--- config.mk ---
export PLATFORM = sky130hd
export DESIGN_NAME = code_patch_stream_tx_flat
export DESIGN_NICKNAME = d
export VERILOG_FILES = /design/src/rtl/code_patch_pkg.sv /design/src/rtl/code_patch_stream_tx_if.sv /design/src/rtl/code_patch_next_sel.sv /design/src/rtl/code_patch_stream_tx.sv /design/src/flat_wrapper.sv
export SDC_FILE = /design/constraint.sdc
export NUM_CORES = 1
export LEC_CHECK = 0
export ABC_AREA = 0
export CORE_ASPECT_RATIO = 1.5
export CORE_MARGIN = 1
export CORE_UTILIZATION = 33
export CTS_BUF_LIST = sky130_fd_sc_hd__clkbuf_8
export DETAILED_ROUTE_END_ITERATION = 10
export DONT_BUFFER_PORTS = 1
export GPL_TIMING_DRIVEN = 0
export PLACE_DENSITY = 0.46
export RECOVER_POWER = 25
export SLEW_MARGIN = 10
export SYNTH_ARGS = -nofsm -noshare
export SYNTH_HDL_FRONTEND = slang
export SYNTH_SLANG_ARGS = --single-unit
export TNS_END_PERCENT = 20
--- constraint.sdc ---
create_clock -name clk_i -period 3.8 [get_ports clk_i]
set_clock_uncertainty 0.15 [all_clocks]
set_input_delay 0.57 -clock clk_i [delete_from_list [all_inputs] [get_ports clk_i]]
set_output_delay 0.57 -clock clk_i [all_outputs]
set_load 0.01 [all_outputs]
--- src/rtl/code_patch_pkg.sv ---
// Shared sizing and types for the code-patch transmit path.
package code_patch_pkg;

  localparam int CP_NUM_ENTRIES = 3;
  localparam int CP_ENTRY_W     = 22;
  localparam int CP_IDX_W       = 2;

  typedef enum logic [1:0] {
    IDLE   = 2'd0,
    STREAM = 2'd1,
    DONE   = 2'd2
  } cp_tx_state_e;

  typedef logic [CP_ENTRY_W-1:0] cp_entry_t;

endpackage

--- src/rtl/code_patch_stream_tx_if.sv ---
// Config load port, control pulses and patch-core stream channel of the transmitter.
interface code_patch_stream_tx_if
  import code_patch_pkg::*;
#(
  parameter int IDX_W   = CP_IDX_W,
  parameter int ENTRY_W = CP_ENTRY_W
);

  logic               load_valid_i;
  logic               load_ready_o;
  logic [IDX_W-1:0]   load_idx_i;
  logic [ENTRY_W-1:0] load_data_i;
  logic               commit_i;
  logic               clear_i;
  logic               pg_valid_o;
  logic               pg_ready_i;
  logic [IDX_W-1:0]   pg_idx_o;
  logic [ENTRY_W-1:0] pg_data_o;
  logic               pg_last_o;
  logic               si_read_o;
  logic               cfg_pat_gen_o;
  logic               busy_o;
  logic               err_o;

  modport master (
    input  load_valid_i, load_idx_i, load_data_i, commit_i, clear_i, pg_ready_i,
    output load_ready_o, pg_valid_o, pg_idx_o, pg_data_o, pg_last_o,
           si_read_o, cfg_pat_gen_o, busy_o, err_o
  );

  modport slave (
    output load_valid_i, load_idx_i, load_data_i, commit_i, clear_i, pg_ready_i,
    input  load_ready_o, pg_valid_o, pg_idx_o, pg_data_o, pg_last_o,
           si_read_o, cfg_pat_gen_o, busy_o, err_o
  );

endinterface

--- src/rtl/code_patch_next_sel.sv ---
// Finds the lowest set slot at or above start_i and flags whether it is the highest set slot.
module code_patch_next_sel
  import code_patch_pkg::*;
#(
  parameter int NUM_ENTRIES = CP_NUM_ENTRIES,
  parameter int IDX_W       = CP_IDX_W
) (
  input  logic [NUM_ENTRIES-1:0] mask_i,
  input  logic [IDX_W-1:0]       start_i,
  output logic [IDX_W-1:0]       idx_o,
  output logic                   found_o,
  output logic                   last_o
);

  logic hit;

  always_comb begin
    idx_o   = {IDX_W{1'b0}};
    found_o = 1'b0;
    hit     = 1'b0;
    for (int i = 0; i < NUM_ENTRIES; i++) begin
      hit     = !found_o && mask_i[i] && (IDX_W'(i) >= start_i);
      idx_o   = hit ? IDX_W'(i) : idx_o;
      found_o = found_o | hit;
    end
    last_o = found_o;
    for (int i = 0; i < NUM_ENTRIES; i++) begin
      last_o = last_o & ~(mask_i[i] & (IDX_W'(i) > idx_o));
    end
  end

endmodule

--- src/rtl/code_patch_stream_tx.sv ---
// Patch-table transmitter: stores config-written entries and streams the valid ones
// to the code-patch core on commit, then enables patch generation.
module code_patch_stream_tx
  import code_patch_pkg::*;
#(
  parameter int NUM_ENTRIES = CP_NUM_ENTRIES,
  parameter int ENTRY_W     = CP_ENTRY_W,
  parameter int IDX_W       = CP_IDX_W
) (
  input  logic                  clk_i,
  input  logic                  rst_ni,
  code_patch_stream_tx_if.master bus
);

  cp_tx_state_e           state_q, state_d;
  logic [NUM_ENTRIES-1:0] valid_q, valid_d;
  logic [ENTRY_W-1:0]     table_q [NUM_ENTRIES];
  logic [ENTRY_W-1:0]     table_d [NUM_ENTRIES];
  logic                   pg_valid_q, pg_valid_d, pg_last_q, pg_last_d;
  logic                   si_read_q, si_read_d, err_q, err_d;
  logic [IDX_W-1:0]       pg_idx_q, pg_idx_d;
  logic [ENTRY_W-1:0]     pg_data_q, pg_data_d;

  logic                   load_fire, idx_ok, wr_en, bad_load, advance, finish;
  logic [NUM_ENTRIES-1:0] wr_mask, first_mask;
  logic [IDX_W-1:0]       first_idx, next_idx, next_start;
  logic                   first_found, first_last, next_found, next_last;

  assign load_fire  = bus.load_valid_i && (state_q != STREAM);
  assign idx_ok     = (int'(bus.load_idx_i) < NUM_ENTRIES);
  assign wr_en      = load_fire && idx_ok;
  assign bad_load   = load_fire && !idx_ok;
  // The same-cycle write is folded in so a load+commit streams the new slot.
  assign wr_mask    = wr_en ? (NUM_ENTRIES'(1'b1) << bus.load_idx_i) : {NUM_ENTRIES{1'b0}};
  assign first_mask = valid_q | wr_mask;
  assign next_start = pg_idx_q + {{(IDX_W-1){1'b0}}, 1'b1};
  assign advance    = pg_valid_q && bus.pg_ready_i;
  assign finish     = advance && (pg_last_q || !next_found);

  code_patch_next_sel #(.NUM_ENTRIES(NUM_ENTRIES), .IDX_W(IDX_W)) u_first_sel (
    .mask_i (first_mask),
    .start_i({IDX_W{1'b0}}),
    .idx_o  (first_idx),
    .found_o(first_found),
    .last_o (first_last)
  );

  code_patch_next_sel #(.NUM_ENTRIES(NUM_ENTRIES), .IDX_W(IDX_W)) u_next_sel (
    .mask_i (valid_q),
    .start_i(next_start),
    .idx_o  (next_idx),
    .found_o(next_found),
    .last_o (next_last)
  );

  always_ff @(posedge clk_i or negedge rst_ni) begin
    if (!rst_ni) begin
      state_q    <= IDLE;
      valid_q    <= {NUM_ENTRIES{1'b0}};
      pg_valid_q <= 1'b0;
      pg_idx_q   <= {IDX_W{1'b0}};
      pg_data_q  <= {ENTRY_W{1'b0}};
      pg_last_q  <= 1'b0;
      si_read_q  <= 1'b0;
      err_q      <= 1'b0;
    end else begin
      state_q    <= state_d;
      valid_q    <= valid_d;
      pg_valid_q <= pg_valid_d;
      pg_idx_q   <= pg_idx_d;
      pg_data_q  <= pg_data_d;
      pg_last_q  <= pg_last_d;
      si_read_q  <= si_read_d;
      err_q      <= err_d;
    end
  end

  // Table contents are deliberately left unreset; the valid mask alone governs them.
  always_ff @(posedge clk_i) begin
    table_q <= table_d;
  end

  always_comb begin
    valid_d = bus.clear_i ? {NUM_ENTRIES{1'b0}} : first_mask;
    for (int i = 0; i < NUM_ENTRIES; i++) begin
      table_d[i] = (wr_en && (int'(bus.load_idx_i) == i)) ? bus.load_data_i : table_q[i];
    end
  end

  always_comb begin
    state_d = state_q;
    case (state_q)
      IDLE, DONE: begin
        if (bus.clear_i)       state_d = IDLE;
        else if (bus.commit_i) state_d = first_found ? STREAM : IDLE;
        else if (load_fire)    state_d = IDLE;
        else                   state_d = state_q;
      end
      STREAM: begin
        if (bus.clear_i) state_d = IDLE;
        else if (finish) state_d = DONE;
        else             state_d = STREAM;
      end
      default: state_d = IDLE;
    endcase
  end

  always_comb begin
    pg_valid_d = pg_valid_q;
    pg_idx_d   = pg_idx_q;
    pg_data_d  = pg_data_q;
    pg_last_d  = pg_last_q;
    si_read_d  = 1'b0;
    err_d      = bad_load;
    case (state_q)
      IDLE, DONE: begin
        if (!bus.clear_i && bus.commit_i && first_found) begin
          pg_valid_d = 1'b1;
          pg_idx_d   = first_idx;
          pg_data_d  = (wr_en && (bus.load_idx_i == first_idx)) ? bus.load_data_i
                                                                 : table_q[first_idx];
          pg_last_d  = first_last;
          si_read_d  = 1'b1;
        end else if (!bus.clear_i && bus.commit_i) begin
          pg_valid_d = 1'b0;
          err_d      = 1'b1;
        end else begin
          pg_valid_d = 1'b0;
        end
      end
      STREAM: begin
        if (bus.clear_i) begin
          pg_valid_d = 1'b0;
          pg_last_d  = 1'b0;
        end else if (finish) begin
          pg_valid_d = 1'b0;
          pg_last_d  = 1'b0;
          err_d      = bus.commit_i;
        end else if (advance) begin
          pg_idx_d   = next_idx;
          pg_data_d  = table_q[next_idx];
          pg_last_d  = next_last;
          err_d      = bus.commit_i;
        end else begin
          err_d      = bus.commit_i;
        end
      end
      default: begin
        pg_valid_d = 1'b0;
        pg_last_d  = 1'b0;
      end
    endcase
  end

  assign bus.load_ready_o  = (state_q != STREAM);
  assign bus.pg_valid_o    = pg_valid_q;
  assign bus.pg_idx_o      = pg_idx_q;
  assign bus.pg_data_o     = pg_data_q;
  assign bus.pg_last_o     = pg_last_q;
  assign bus.si_read_o     = si_read_q;
  assign bus.cfg_pat_gen_o = (state_q == DONE);
  assign bus.busy_o        = (state_q == STREAM);
  assign bus.err_o         = err_q;

endmodule
--- src/flat_wrapper.sv ---
// flat-port wrapper written by rule: the top's interface ports become plain ports
module code_patch_stream_tx_flat import code_patch_pkg::*;
#(
  parameter int NUM_ENTRIES = CP_NUM_ENTRIES,
  parameter int ENTRY_W     = CP_ENTRY_W,
  parameter int IDX_W       = CP_IDX_W
)
  (clk_i, rst_ni, bus_load_valid_i, bus_load_idx_i, bus_load_data_i, bus_commit_i, bus_clear_i, bus_pg_ready_i, bus_load_ready_o, bus_pg_valid_o, bus_pg_idx_o, bus_pg_data_o, bus_pg_last_o, bus_si_read_o, bus_cfg_pat_gen_o, bus_busy_o, bus_err_o);
  code_patch_stream_tx_if #(.IDX_W(IDX_W), .ENTRY_W(ENTRY_W)) bus_i ();
  input  logic clk_i;
  input  logic rst_ni;
  input wire logic [$bits(bus_i.load_valid_i)-1:0] bus_load_valid_i;
  input wire logic [$bits(bus_i.load_idx_i)-1:0] bus_load_idx_i;
  input wire logic [$bits(bus_i.load_data_i)-1:0] bus_load_data_i;
  input wire logic [$bits(bus_i.commit_i)-1:0] bus_commit_i;
  input wire logic [$bits(bus_i.clear_i)-1:0] bus_clear_i;
  input wire logic [$bits(bus_i.pg_ready_i)-1:0] bus_pg_ready_i;
  output wire logic [$bits(bus_i.load_ready_o)-1:0] bus_load_ready_o;
  output wire logic [$bits(bus_i.pg_valid_o)-1:0] bus_pg_valid_o;
  output wire logic [$bits(bus_i.pg_idx_o)-1:0] bus_pg_idx_o;
  output wire logic [$bits(bus_i.pg_data_o)-1:0] bus_pg_data_o;
  output wire logic [$bits(bus_i.pg_last_o)-1:0] bus_pg_last_o;
  output wire logic [$bits(bus_i.si_read_o)-1:0] bus_si_read_o;
  output wire logic [$bits(bus_i.cfg_pat_gen_o)-1:0] bus_cfg_pat_gen_o;
  output wire logic [$bits(bus_i.busy_o)-1:0] bus_busy_o;
  output wire logic [$bits(bus_i.err_o)-1:0] bus_err_o;
  assign bus_i.load_valid_i = bus_load_valid_i;
  assign bus_i.load_idx_i = bus_load_idx_i;
  assign bus_i.load_data_i = bus_load_data_i;
  assign bus_i.commit_i = bus_commit_i;
  assign bus_i.clear_i = bus_clear_i;
  assign bus_i.pg_ready_i = bus_pg_ready_i;
  assign bus_load_ready_o = bus_i.load_ready_o;
  assign bus_pg_valid_o = bus_i.pg_valid_o;
  assign bus_pg_idx_o = bus_i.pg_idx_o;
  assign bus_pg_data_o = bus_i.pg_data_o;
  assign bus_pg_last_o = bus_i.pg_last_o;
  assign bus_si_read_o = bus_i.si_read_o;
  assign bus_cfg_pat_gen_o = bus_i.cfg_pat_gen_o;
  assign bus_busy_o = bus_i.busy_o;
  assign bus_err_o = bus_i.err_o;
  code_patch_stream_tx #(.NUM_ENTRIES(NUM_ENTRIES), .ENTRY_W(ENTRY_W), .IDX_W(IDX_W)) u_core (.clk_i(clk_i), .rst_ni(rst_ni), .bus(bus_i));
endmodule
* Word level (Yosys, flattened, before mapping)
Cells that the tools add are included.
** Storage, ports and cells
- Register bits :: 99
- Bits of input ports :: 30
- Output and inout bits :: 31
- Logic and storage cells :: 139
** Operators by class
- Add/subtract/negate cells :: 1
- $lt $le $gt $ge :: 12
- Equal/unequal tests :: 13
- Shifts and indexed selects :: 1
- Mux-type cells :: 44
- Bitwise gates (word level) :: 25
- Reduce and logical (&&, ||, !) cells :: 32
** Operators by type and width (number)
- 2-to-1 mux 22 bit :: 9
- binary-select mux 22 bit (select 2 bit) :: 2
- one-hot mux 22 bit (2 select lines) :: 1
- 2-to-1 mux 2 bit :: 11
- logical AND 1 bit :: 18
- 2-to-1 mux 1 bit :: 14
- AND 1 bit :: 12
- greater-than comparator 1 x 2 -> 1 bit, first input constant :: 4
- one-hot mux 2 bit (2 select lines) :: 2
- zero test 1 bit :: 7
- equality test 2 bit, second input constant :: 3
- greater-or-equal comparator 3 bit, second input constant :: 2
- 2-to-1 mux 3 bit :: 2
- != test 2 x 1 -> 1 bit, second input constant :: 3
- NOT 1 bit :: 6
- NOT 2 -> 3 bit :: 2
- one-hot mux 1 bit (2 select lines) :: 3
- AND reduction 5 bit :: 1
- greater-or-equal comparator 1 x 2 -> 1 bit, first input constant :: 2
- greater-than comparator 2 bit, first input constant :: 2
- zero test 2 bit :: 2
- != test 2 bit, second input constant :: 2
- != test 4 x 2 -> 1 bit, second input constant :: 1
- != test 4 x 3 -> 1 bit, second input constant :: 1
- 13 further kinds :: 16

* Logic depth before layout (Yosys ltp)
Gate-level depths: netlist (run 1).
- Depth after elaboration :: 21
- Depth in mapped cells :: 10
- Mapped depth without buffers :: 7

* Hierarchy
From an unflattened synthesis (run 1), not the netlist that was laid out.
** Unflattened totals
- Cells, all modules :: 423
- Area, all modules :: 4991.0 µm²
** Modules (own cells, without submodules)
- code_patch_stream_tx :: times used 1, cells each 387, area each 4745.8 µm², sequential area each 2807.7 µm²
- code_patch_next_sel :: times used 2, cells each 18, area each 122.6 µm², sequential area each 0.0 µm²

* Worst setup path before layout (run 1)
OpenSTA, ideal clock, no wires.
- Kind :: reg-to-reg
- Start :: reg u_core.state_q[0]
- End :: reg u_core.table_q[0] (netlist name), enable pin
- Library setup time :: 0.436 ns
- Arrival time :: 2.529 ns
- Data required time :: 3.214 ns
- Path slack :: 0.685 ns
- Cell stages (with the launch flop) :: 5
- Buffers on the path :: 1
- Clock period less this slack :: 3.115 ns
- Cell sequence :: dfrtp_1 > nand2b_2 > buf_2 > nand2_1 > nor3b_1
** On the way
- Word-level cells in the longest chain between the ends :: 4
** RTL lines
- from (decl) :: RTL line code_patch_stream_tx.sv:15 : cp_tx_state_e state_q, state_d;
- from (signal assigned) :: RTL line code_patch_stream_tx.sv:67 : state_q <= state_d;
- != test 2 x 1 -> 1 bit :: RTL line code_patch_stream_tx.sv:29 : assign load_fire = bus.load_valid_i && (state_q != STREAM);
- logical AND 1 bit :: RTL line code_patch_stream_tx.sv:29
- logical AND 1 bit :: RTL line code_patch_stream_tx.sv:31 : assign wr_en = load_fire && idx_ok;
- logical AND 1 bit :: RTL line code_patch_stream_tx.sv:86 : table_d[i] = (wr_en && (int'(bus.load_idx_i) == i)) ? bus.load_data_i : table_q[i];
- to (signal assigned) :: RTL line code_patch_stream_tx.sv:80 : table_q <= table_d;
- to (decl) :: RTL line code_patch_stream_tx.sv:17 : logic [ENTRY_W-1:0] table_q [NUM_ENTRIES];
No other way between the ends.
A chain may end at the register's enable or synchronous reset.

* Worst setup path after layout (run 1)
- Start :: reg u_core.pg_idx_q[0] (netlist: u_core.bus.pg_idx_o[0])
- End :: reg u_core.pg_data_q[12] (netlist: u_core.bus.pg_data_o[12])
** On the way
- Word-level cells in the longest chain between the ends :: 19
- Elaborated cells between the ends (all ways) :: 28
- Those cells by class :: add/sub (1); order compare (3); eq/ne (1); mux (9); bitwise (3); reduce/logical (11)
** RTL lines
- from (decl) :: RTL line code_patch_stream_tx.sv:21 : logic [IDX_W-1:0] pg_idx_q, pg_idx_d;
- from (signal assigned) :: RTL line code_patch_stream_tx.sv:61 : pg_idx_q <= {IDX_W{1'b0}};
- from (signal assigned) :: RTL line code_patch_stream_tx.sv:70 : pg_idx_q <= pg_idx_d;
- adder 2 x 1 -> 2 bit (*) :: RTL line code_patch_stream_tx.sv:36 : assign next_start = pg_idx_q + {{(IDX_W-1){1'b0}}, 1'b1};
- greater-or-equal comparator 1 x 2 -> 1 bit :: RTL line code_patch_next_sel.sv:22 : hit = !found_o && mask_i[i] && (IDX_W'(i) >= start_i);
- logical AND 1 bit :: RTL line code_patch_next_sel.sv:22
- zero test 1 bit :: RTL line code_patch_next_sel.sv:22
- logical AND 1 bit (2 in a row) :: RTL line code_patch_next_sel.sv:22
- bitwise OR 1 bit :: RTL line code_patch_next_sel.sv:24 : found_o = found_o | hit;
- zero test 1 bit :: RTL line code_patch_next_sel.sv:22
- logical AND 1 bit (2 in a row) :: RTL line code_patch_next_sel.sv:22
- 2-to-1 mux 2 bit :: RTL line code_patch_next_sel.sv:23 : idx_o = hit ? IDX_W'(i) : idx_o;
- NOT 2 -> 3 bit (not written as such) :: RTL line code_patch_stream_tx.sv:141 : pg_data_d = table_q[next_idx];
- binary-select mux 22 bit (select 2 bit) :: RTL line code_patch_stream_tx.sv:141
- 2-to-1 mux 22 bit (not written as such) (2 in a row) :: RTL line code_patch_stream_tx.sv:141
- 2-to-1 mux 22 bit :: RTL line code_patch_stream_tx.sv:139 : end else if (advance) begin
- 2-to-1 mux 22 bit :: RTL line code_patch_stream_tx.sv:135 : end else if (finish) begin
- 2-to-1 mux 22 bit :: RTL line code_patch_stream_tx.sv:132 : if (bus.clear_i) begin
- one-hot mux 22 bit (2 select lines) :: RTL line code_patch_stream_tx.sv:115 : case (state_q)
- to (signal assigned) :: RTL line code_patch_stream_tx.sv:62 : pg_data_q <= {ENTRY_W{1'b0}};
- to (signal assigned) :: RTL line code_patch_stream_tx.sv:71 : pg_data_q <= pg_data_d;
- to (decl) :: RTL line code_patch_stream_tx.sv:22 : logic [ENTRY_W-1:0] pg_data_q, pg_data_d;
Mark *: on every way between the ends. The rest lies on a longest branch, timed or not. The select of a mux whose other input is x is not followed.

==> results_dict.tcl, run 1 <==
set metrics [dict create \
    htree_levels 3 \
    routedWlPerCell_microns 24.66 \
    drc 0 \
    min_period_ns 2.523 \
    drive_above_1_share 0.2319 \
    avgSynthCellArea_sq_um 12.04 \
    gr-total-overflow 0 \
    die_w_microns 100.6 \
    drt-total-wl_microns 15260 \
    finalHoldViolations 0 \
    p_leak_nw 1.860 \
    start_util 0.3409 \
    nFillCells 1359 \
    ys_seq_elements 99 \
    vias 3579 \
    powerDensity_mw_per_mm2 490.5 \
    grt_util_all_layers 0.2148 \
    ctsRootBufferMaster "clkbuf_8" \
    dr.pass1.iters 4 \
    fin_crit_sh 0.6640 \
    num_io_pins 61 \
    max-slew-margin-rel 0.5427 \
    grt_pass1_wl_microns 23340 \
    worst_slack_ns 1.277 \
    gp_congestion 0.7922 \
    clkTransAtPathRegs_ns 0.11 \
    synth_seq_area_share 0.5832 \
    ir_drop_mv 0.1600 \
    crit_arrival_ns 2.65 \
    synth_cells 400 \
    clock-sinks 99 \
    drv_slew 0 \
    cts_buffer_depth 2 \
    rows 53 \
    crit_chain "inv_1 > ha_1 > and2_1 > buf_2 > clkbuf_1 > nand3_1 > nand3_2 > o211ai_1 > a31oi_1" \
    synth_area_sq_mm 0.004815 \
    cts_made_buffers 9 \
    final_nets 454 \
    post_cts_buffers 0 \
    die_area_sq_mm 0.01509 \
    synth_cell_types 42 \
    worst_slew_pin_slew_ns 0.6859 \
    io_buffers 0 \
    synth_fp_nets 432 \
    drv_cap 0 \
    antenna_found_initial 0 \
    cts_tree "built" \
    slowest_stage "clkbuf_1" \
    ant_nets 0 \
    dp_hpwl_microns 10370 \
    grt_start_max_net_pins 34 \
    critical_path_class "flop to flop" \
    insertion_delay_ns 0.37 \
    first_global_vias 3866 \
    viasPerCell 5.782 \
    synth_edf_count 66 \
    cp_data_required_time_ns 3.93 \
    clock.fmax_ghz 0.3963 \
    start_kind "flop" \
    finalSetupViolations 0 \
    cpPeakStageDelay_ns 0.55 \
    cts_resized 0 \
    diodes 0 \
    end_kind "flop" \
    rsz0062_at_grt "false" \
    hold_slack_ns 0.09477 \
    synthArstFlopShare 0.3333 \
    min_path_type "input pin to flop" \
    register_area_sq_mm 0.002808 \
    place_ws_ns 1.303 \
    status "finished, final reports clean" \
    synth_ff_type "edfxtp_1" \
    final_util 0.3833 \
    dieHeight_microns 149.9 \
    drt_iter0_drc 240 \
    yosys_warnings 0 \
    area_delta_synth_final_pct 12.45 \
    worstPathMaxFanout 10 \
    coreArea_sq_mm 0.01412 \
    multi_input_area_sq_mm 0.001767 \
]
critical path, delay by kind of cell (launching register included):
kind / cells / cell delay [ns]
buffers and inverters: 3 / 0.82
AND/OR/NAND/NOR: 3 / 0.39
AO/OA/AOI/OAI: 2 / 0.28
flip-flops: 1 / 0.47
adder cells (fa/ha/maj): 1 / 0.31
power by group:
group / internal, mW / switching, mW
logic: 0.190 / 0.275
clock network: 0.376 / 0.399
registers: 1.27 / 0.141
total: 1.84 / 0.815
metrics by stage:
stage,TNS [ns],total power [mW],std cells,cell area [sq um]
after floorplan,0,1.738,400,4815
after global placement,-76.20,1.886,592,5055
after detailed placement,0,1.901,601,5160
after CTS,0,2.680,619,5414
after global routing,0,2.791,619,5414
final,0,2.655,619,5414
Yosys cell counts, types with 4 or more instances:
master	count	area, sq um
a31oi_1	24	150.1
nor2_1	41	153.9
dfrtp_1	33	825.8
buf_2	12	60.06
o21ai_0	26	130.1
o211ai_1	22	165.2
a21oi_1	8	40.04
nor3_1	4	20.02
buf_4	7	52.55
nand2_1	6	22.52
edfxtp_1	66	1982
nand3_1	29	145.1
o221a_2	20	225.2
clkbuf_1	13	48.80
buf_6	7	78.83
nand3_2	17	170.2
o221ai_1	24	210.2
cells by family after synthesis:
logic type               count (synthesis)  share of synthesized area
flip-flops                              99                     0.5832
adder cells (fa/ha/maj)                  2                   0.005197
AO/OA/AOI/OAI                          141                     0.2256
AND/OR/NAND/NOR                        113                     0.1292
multiplexers                             1                   0.002079
XOR/XNOR                                 1                   0.001819
buffers and inverters                   43                    0.05302
area by class of cell:
class,instances,area share
timing repair buffer,11,0.02219
clock inverter,7,0.01849
inverter,4,0.002773
buffer,39,0.04437
tap,192,0.04437
multi-input combinational,258,0.3263
clock buffer,9,0.02288
sequential,99,0.5186
flip-flops by register name (all words and copies together), names as in the netlist, 2 cells and up:
signal                cells
u_core.table_q           66
u_core.bus.pg_idx_o       2
u_core.bus.pg_data_o     22
u_core.state_q            2
u_core.valid_q            3
cells in the final DEF, fill, tap and decap left out, drive strengths merged, types with 3 or more instances in the layout:
master  instances
a31oi          24
clkbuf         22
nand2           6
inv             5
nor3            5
o221ai         25
nand2b          4
nor2           41
nand3          46
edfxtp         66
dfrtp          33
a21oi           8
clkinv          4
buf            36
or3             3
o221a          21
o21ai          29
o211ai         22
o21a            3
and2            3
per-layer routing:
layer / routed length, microns / share of wire / vias to the layer above / global-route usage
met4: 432 / 0.028 / 0 / 0.08913
met5: 0 / 0 / - / 0
li1: - / - / 1627 / -
met2: 7903 / 0.52 / 127 / 0.3825
met3: 1012 / 0.066 / 34 / 0.05138
met1: 5913 / 0.39 / 1791 / 0.2431
path summary, 6_finish.rpt:
kind | start | endpoint | slack (ns) | cells past startpoint
worst max-delay path | u_core.bus.pg_idx_o[0] | u_core.bus.pg_data_o[12] | 1.28 | 9
worst min-delay path | bus_clear_i | u_core.valid_q[2] | 0.09 | 1
worst max register to register | u_core.bus.pg_idx_o[0] | u_core.bus.pg_data_o[12] | 1.28 | 9
worst min register to register | u_core.state_q[1] | u_core.bus.err_o | 0.41 | 2
max in group asynchronous | rst_ni | u_core.bus.pg_data_o[8] | 2.79 | 2
min in group asynchronous | rst_ni | u_core.valid_q[2] | 0.49 | 2
repair_timing:
| item | 4_1_cts | 5_1_grt |
|---|---|---|
| endpoints found under the setup margin | 0 | 0 |
| endpoints found under the hold margin | 33 | 0 |
| hold buffers | 2 | 0 |
Note: power is estimated with default switching activity, not from simulation.
==> run 2, diff against run 1 <==
--- a/config.mk
+++ b/config.mk
@@ -13,7 +13,7 @@
 export DETAILED_ROUTE_END_ITERATION = 10
 export DONT_BUFFER_PORTS = 1
 export GPL_TIMING_DRIVEN = 0
-export PLACE_DENSITY = 0.46
+export PLACE_DENSITY = 0.47
 export RECOVER_POWER = 25
 export SLEW_MARGIN = 10
 export SYNTH_ARGS = -nofsm -noshare
==> constraint.sdc (replaced) <==
create_clock -name clk_i -period 2.3 [get_ports clk_i]
set_clock_uncertainty 0.15 [all_clocks]
set_input_delay 0.345 -clock clk_i [delete_from_list [all_inputs] [get_ports clk_i]]
set_output_delay 0.345 -clock clk_i [all_outputs]
set_load 0.01 [all_outputs]
==> run 2 against run 1 <==
  * Power up 75%
  * Largest power group unchanged
  * Die area did not move
  * Setup slack lost 1.2 ns
  * Non-clock buffer count is 24 higher
  * Largest cell class unchanged
  * Combinational power grew 83%
  * Critical path type unchanged
  * Critical endpoint is now u_core.bus.pg_data_o[6]
==> results_dict.tcl, run 2 (synthesis gave the netlist of run 1 again) <==
set metrics [dict create \
    status "finished, final reports clean" \
    crit_chain "inv_1 > ha_4 > nand2b_2 > or3_4 > buf_6 > buf_6 > o211ai_1 > a31oi_1" \
    diodes 0 \
    start_kind "flop" \
    p_switching_mw 1.337 \
    fin_crit_sh 0.9627 \
    rsz0062_at_grt "false" \
    worstPathMaxFanout 10 \
    placed_area_sq_mm 0.005167 \
    drt_iter0_drc 188 \
    hold_slack_ns 0.01876 \
    dieHeight_microns 149.9 \
    critPathBufInv 3 \
    final_cell_area_sq_mm 0.005814 \
    worst_slack_ns 0.08575 \
    final_nets 478 \
    ir_drop_mv 0.3357 \
    insertion_delay_ns 0.37 \
    finalHoldViolations 0 \
    end_kind "flop" \
    clkPwrFrac 0.311 \
    drive_above_1_share 0.2683 \
    die_area_sq_mm 0.01509 \
    rows 53 \
    place_ws_ns -0.1924 \
    drt-total-wl_microns 14990 \
    clock.fmax_ghz 0.4516 \
    largest_register_ffs 66 \
    gr-total-overflow 0 \
    finalPower_mw 4.648 \
    layout_commonest_cell "edfxtp_1" \
    cpPeakStageDelay_ns 0.44 \
    cp_top_family "simple AND/OR/NAND/NOR gates" \
    htree_levels 3 \
    dp_hpwl_microns 10110 \
    coreArea_sq_mm 0.01412 \
    layout_common_cells "66 x edfxtp_1, 41 x nor2_1, 31 x dfrtp_1" \
    grt_start_max_net_pins 34 \
    cts_buffer_depth 2 \
    start_util 0.3409 \
    cp_data_required_time_ns 2.40 \
    cts_made_buffers 9 \
    seq_power_share 0.505 \
    p_comb_frac 0.184 \
    slowest_stage "dfrtp_2" \
    io_buffers 0 \
    p_leak_nw 2.042 \
    grt_pass1_wl_microns 23000 \
    drv_slew 0 \
    dp.cells 599 \
    register_area_sq_mm 0.002810 \
    grt_util_all_layers 0.2089 \
    p_int_mw 3.311 \
    switching_share 0.2876 \
    ant_nets 0 \
    first_global_vias 4022 \
    min_path_type "input pin to flop" \
    num_io_pins 61 \
    area_delta_synth_final_pct 20.76 \
    cpMostUsedCell "buf_6" \
    routedWlPerCell_microns 23.32 \
    final_util 0.4116 \
    max-slew-margin-rel 0.3400 \
    powerDensity_mw_per_mm2 799.3 \
    antenna_found_initial 0 \
    die_w_microns 100.6 \
    clkTransAtPathRegs_ns 0.10 \
    viasPerCell 5.830 \
    multi_input_area_sq_mm 0.001831 \
    clock-sinks 99 \
    nFillCells 1358 \
    ctsRootBufferMaster "clkbuf_8" \
    crit_arrival_ns 2.32 \
    finalNonFillerCells 643 \
    gp_congestion 0.7989 \
    setup_tns_ns 0 \
    largest-register "u_core.table_q" \
    cts_tree "built" \
    vias 3749 \
    finalSetupViolations 0 \
    dr.pass1.iters 5 \
    drv_cap 0 \
    min_period_ns 2.214 \
    worst_slew_pin_slew_ns 0.9900 \
    critical_path_class "flop to flop" \
    drc 0 \
]
-- run 2: changes by cell type in the layout (fill, tap and decap cells not counted), moves of 3 or more --
| cell | before | now |
|---|---|---|
| buf_2 | 12 | 8 |
| clkinv_4 | 3 | 0 |
| clkbuf_1 | 13 | 1 |
| buf_6 | 11 | 14 |
| clkbuf_2 | 0 | 13 |
| dlygate4sd3_1 | 1 | 24 |
-- run 2: final cells by class --
| type | instances | area share |
|---|---|---|
| Sequential cell | 99 | 0.4833 |
| Clock inverter | 7 | 0.02367 |
| Clock buffer | 9 | 0.02130 |
| Buffer | 38 | 0.04562 |
| Tap cell | 192 | 0.04132 |
| Inverter | 4 | 0.002582 |
| Timing Repair Buffer | 36 | 0.06736 |
| Multi-Input combinational cell | 258 | 0.3148 |
-- run 2: power groups by stage --
stage	Sequential (mW)	Clock (mW)	Combinational, mW
global route	2.38	1.56	0.946
detailed placement	2.39	0	0.747
finish	2.35	1.45	0.853
floorplan	2.32	0	0.553
CTS	2.35	1.48	0.829
global placement	2.38	0	0.715
-- run 2: worst paths after layout --
path / start / endpoint / slack (ns) / cells past startpoint
worst max-delay path: u_core.bus.pg_idx_o[0] / u_core.bus.pg_data_o[6] / 0.09 / 8
worst min-delay path: bus_commit_i / u_core.state_q[0] / 0.02 / 2
worst max register to register: u_core.bus.pg_idx_o[0] / u_core.bus.pg_data_o[6] / 0.09 / 8
worst min register to register: u_core.state_q[1] / u_core.bus.err_o / 0.40 / 2
max in group asynchronous: rst_ni / u_core.bus.pg_idx_o[0] / 0.80 / 2
min in group asynchronous: rst_ni / u_core.bus.pg_data_o[5] / 0.52 / 2
-- run 2: worst register-to-register path, delay by kind of cell (launching register included) --
| family | cells | cell delay, ns |
|---|---|---|
| AO/OA/AOI/OAI | 2 | 0.36 |
| adder cells (fa/ha/maj) | 1 | 0.15 |
| buffers and inverters | 3 | 0.40 |
| flip-flops | 1 | 0.44 |
| AND/OR/NAND/NOR | 2 | 0.60 |
-- run 2: per-layer routing --
metal / GRT usage / vias to the layer above / wire length (microns)
met5: 0 / - / 0
met3: 0.03783 / 24 / 759
met4: 0.08406 / 0 / 340
met2: 0.3733 / 122 / 8040
li1: - / 1687 / -
met1: 0.2443 / 1916 / 5852
-- run 2: repair_timing --
item                       in CTS  in global routing
hold endpoints to repair      105                  0
hold buffers                   25                  0
resized for setup              11                 31
setup buffers                   3                  1
cloned                          0                  0
pin swaps                       2                  5
setup endpoints to repair      69                 38
==> run 3, diff against run 2 <==
--- a/config.mk
+++ b/config.mk
@@ -9,7 +9,7 @@
 export CORE_ASPECT_RATIO = 1.5
 export CORE_MARGIN = 1
 export CORE_UTILIZATION = 33
-export CTS_BUF_LIST = sky130_fd_sc_hd__clkbuf_8
+export CTS_BUF_LIST = sky130_fd_sc_hd__clkbuf_4
 export DETAILED_ROUTE_END_ITERATION = 10
 export DONT_BUFFER_PORTS = 1
 export GPL_TIMING_DRIVEN = 0
==> run 3 against run 2 <==
  * Critical path depth did not move
  * Flip-flop and latch count unchanged
  * Power shrank 3.7%
  * Sequential share of layout area grew 0.28 points
  * Core utilization down 0.22 points
  * Critical path type unchanged
  * Highest routed layer unchanged
==> results_dict.tcl, run 3 (synthesis gave the netlist of run 1 again) <==
set metrics [dict create \
    rows 53 \
    reg2reg_slack_ns 0.06 \
    largest-register "u_core.table_q" \
    drv_cap 0 \
    wl_met2_microns 7848 \
    worst_slew_pin_slew_ns 0.9504 \
    finalNonFillerCells 646 \
    grt_util_all_layers 0.2077 \
    dp_hpwl_microns 10110 \
    grt_pass1_wl_microns 22840 \
    multi_input_area_sq_mm 0.001831 \
    highest_layer "met4" \
    ant_nets 0 \
    nFillCells 1364 \
    drt-total-wl_microns 14940 \
    grt_start_max_net_pins 34 \
    hold_slack_ns 0.01730 \
    r2r-start "u_core.bus.pg_idx_o[0]" \
    cts_made_buffers 9 \
    layout_commonest_cell "edfxtp_1" \
    end_kind "flop" \
    clock.fmax_ghz 0.4469 \
    gp_congestion 0.7989 \
    vias 3687 \
    wl_met1_microns 6049 \
    met3_length_microns 660 \
    finalHoldViolations 0 \
    max-slew-margin-rel 0.3664 \
    final_util 0.4094 \
    min_path_type "input pin to flop" \
    dp.cells 599 \
    largest_register_ffs 66 \
    critical_path_class "flop to flop" \
    rsz0062_at_grt "false" \
    die_w_microns 100.6 \
    ir_drop_mv 0.2645 \
    layout_common_cells "66 x edfxtp_1, 41 x nor2_1, 30 x dfrtp_1" \
    area_delta_synth_final_pct 20.11 \
    finalSetupViolations 0 \
    cts_buffer_depth 2 \
    r2r_cells 8 \
    fin_crit_sh 0.9729 \
    cp-endpoint "u_core.bus.pg_data_o[5]" \
    routedWlPerCell_microns 23.13 \
    status "finished, final reports clean" \
    r2r-end "u_core.bus.pg_data_o[5]" \
    final_nets 480 \
    drive_above_1_share 0.2693 \
    antenna_found_initial 1 \
    p_leak_nw 2.022 \
    drc 0 \
    gr-total-overflow 0 \
    dr.pass1.iters 4 \
    viasPerCell 5.707 \
    cp_data_required_time_ns 2.51 \
    finalPower_mw 4.476 \
    coreArea_sq_mm 0.01412 \
    register_area_sq_mm 0.002811 \
    ctsRootBufferMaster "clkbuf_4" \
    first_global_vias 4059 \
    start_kind "flop" \
    drt_iter0_drc 170 \
    clkTransAtPathRegs_ns 0.16 \
    htree_levels 3 \
    powerDensity_mw_per_mm2 773.9 \
    die_area_sq_mm 0.01509 \
    dieHeight_microns 149.9 \
    insertion_delay_ns 0.46 \
    num_io_pins 61 \
    worstPathMaxFanout 10 \
    drv_slew 0 \
    crit_start "u_core.bus.pg_idx_o[0]" \
    io_buffers 0 \
    clock-sinks 99 \
    min_period_ns 2.238 \
    start_util 0.3409 \
    crit_arrival_ns 2.45 \
    cts_tree "built" \
]
==> run 3: cell types whose count changed in the layout (fill, tap and decap cells not counted) <==
| cell | before | now |
|---|---|---|
| clkbuf_4 | 0 | 9 |
| diode_2 | 0 | 1 |
| clkbuf_8 | 9 | 0 |
| buf_2 | 8 | 7 |
| buf_4 | 11 | 12 |
| buf_6 | 14 | 13 |
| dlygate4sd3_1 | 24 | 27 |
| dfrtp_2 | 2 | 3 |
| inv_1 | 3 | 2 |
| inv_2 | 1 | 2 |
| dfrtp_1 | 31 | 30 |
==> run 3: power breakdown <==
group / total (mW) / leakage [nW] / switching, mW / internal [mW]
clock: 1.27 / 0.108 / 0.609 / 0.659
sequential: 2.35 / 0.985 / 0.243 / 2.11
combinational: 0.860 / 0.929 / 0.484 / 0.376
total: 4.48 / 2.02 / 1.34 / 3.14
==> run 3: worst min path at each step <==
stage	to	from	slack (ns)	depth (start not counted)
2_1_floorplan	u_core.bus.err_o	rst_ni	-0.10	0
3_3_place_gp	u_core.valid_q[2]	rst_ni	-0.1	0
3_5_place_dp	u_core.valid_q[2]	rst_ni	-0.1	0
4_1_cts	u_core.bus.pg_data_o[14]	bus_load_data_i[14]	0.00005	2
5_1_grt	u_core.bus.pg_data_o[11]	bus_load_data_i[11]	0.005	2
6_report	u_core.bus.pg_data_o[13]	bus_load_data_i[13]	0.02	2
==> run 3: metrics by stage <==
stage / setup WS (ns) / TNS (ns) / area [sq um]
4_1_cts: -0.009699 / -0.01868 / 5717
5_1_grt: 0.002109 / 0 / 5783
6_report: 0.06223 / 0 / 5783
2_1_floorplan: -0.6669 / -30.91 / 4820
3_5_place_dp: -0.1924 / -7.863 / 5167
3_3_place_gp: -2.412 / -132.73 / 5060
==> run 3: routing by layer <==
| layer | vias to the layer above | global-route usage |
|---|---|---|
| met3 | 25 | 0.04064 |
| li1 | 1687 | - |
| met4 | 0 | 0.09275 |
| met1 | 1863 | 0.2419 |
| met5 | - | 0 |
| met2 | 112 | 0.3658 |
==> run 3: cell type report <==
cell class              instances  area share
flip-flops and latches         99      0.4862
multi-input cells             258      0.3165
repair buffers                 38     0.07161
plain buffers                  38     0.04565
well taps                     192     0.04154
clock inverters                 7     0.02380
clock buffers                   9     0.01168
inverters                       4    0.002596
diodes                          1   0.0004327
==> run 3: worst max-delay path, stage by stage (launching register included) <==
cell and delay (ns):
dfrtp_2 0.49, inv_2 0.09, ha_4 0.20, and2_4 0.19, or3_4 0.33, buf_6 0.15, buf_4 0.18, o211ai_1 0.24
a31oi_1 0.12
==> run 3: what timing repair did <==
action | CTS | global route
gates resized for setup | 13 | 30
hold endpoints to repair | 117 | 2
hold buffers | 26 | 2
pin swaps | 3 | 2
setup buffers | 3 | 0
cloned | 0 | 0
setup endpoints to repair | 70 | 39
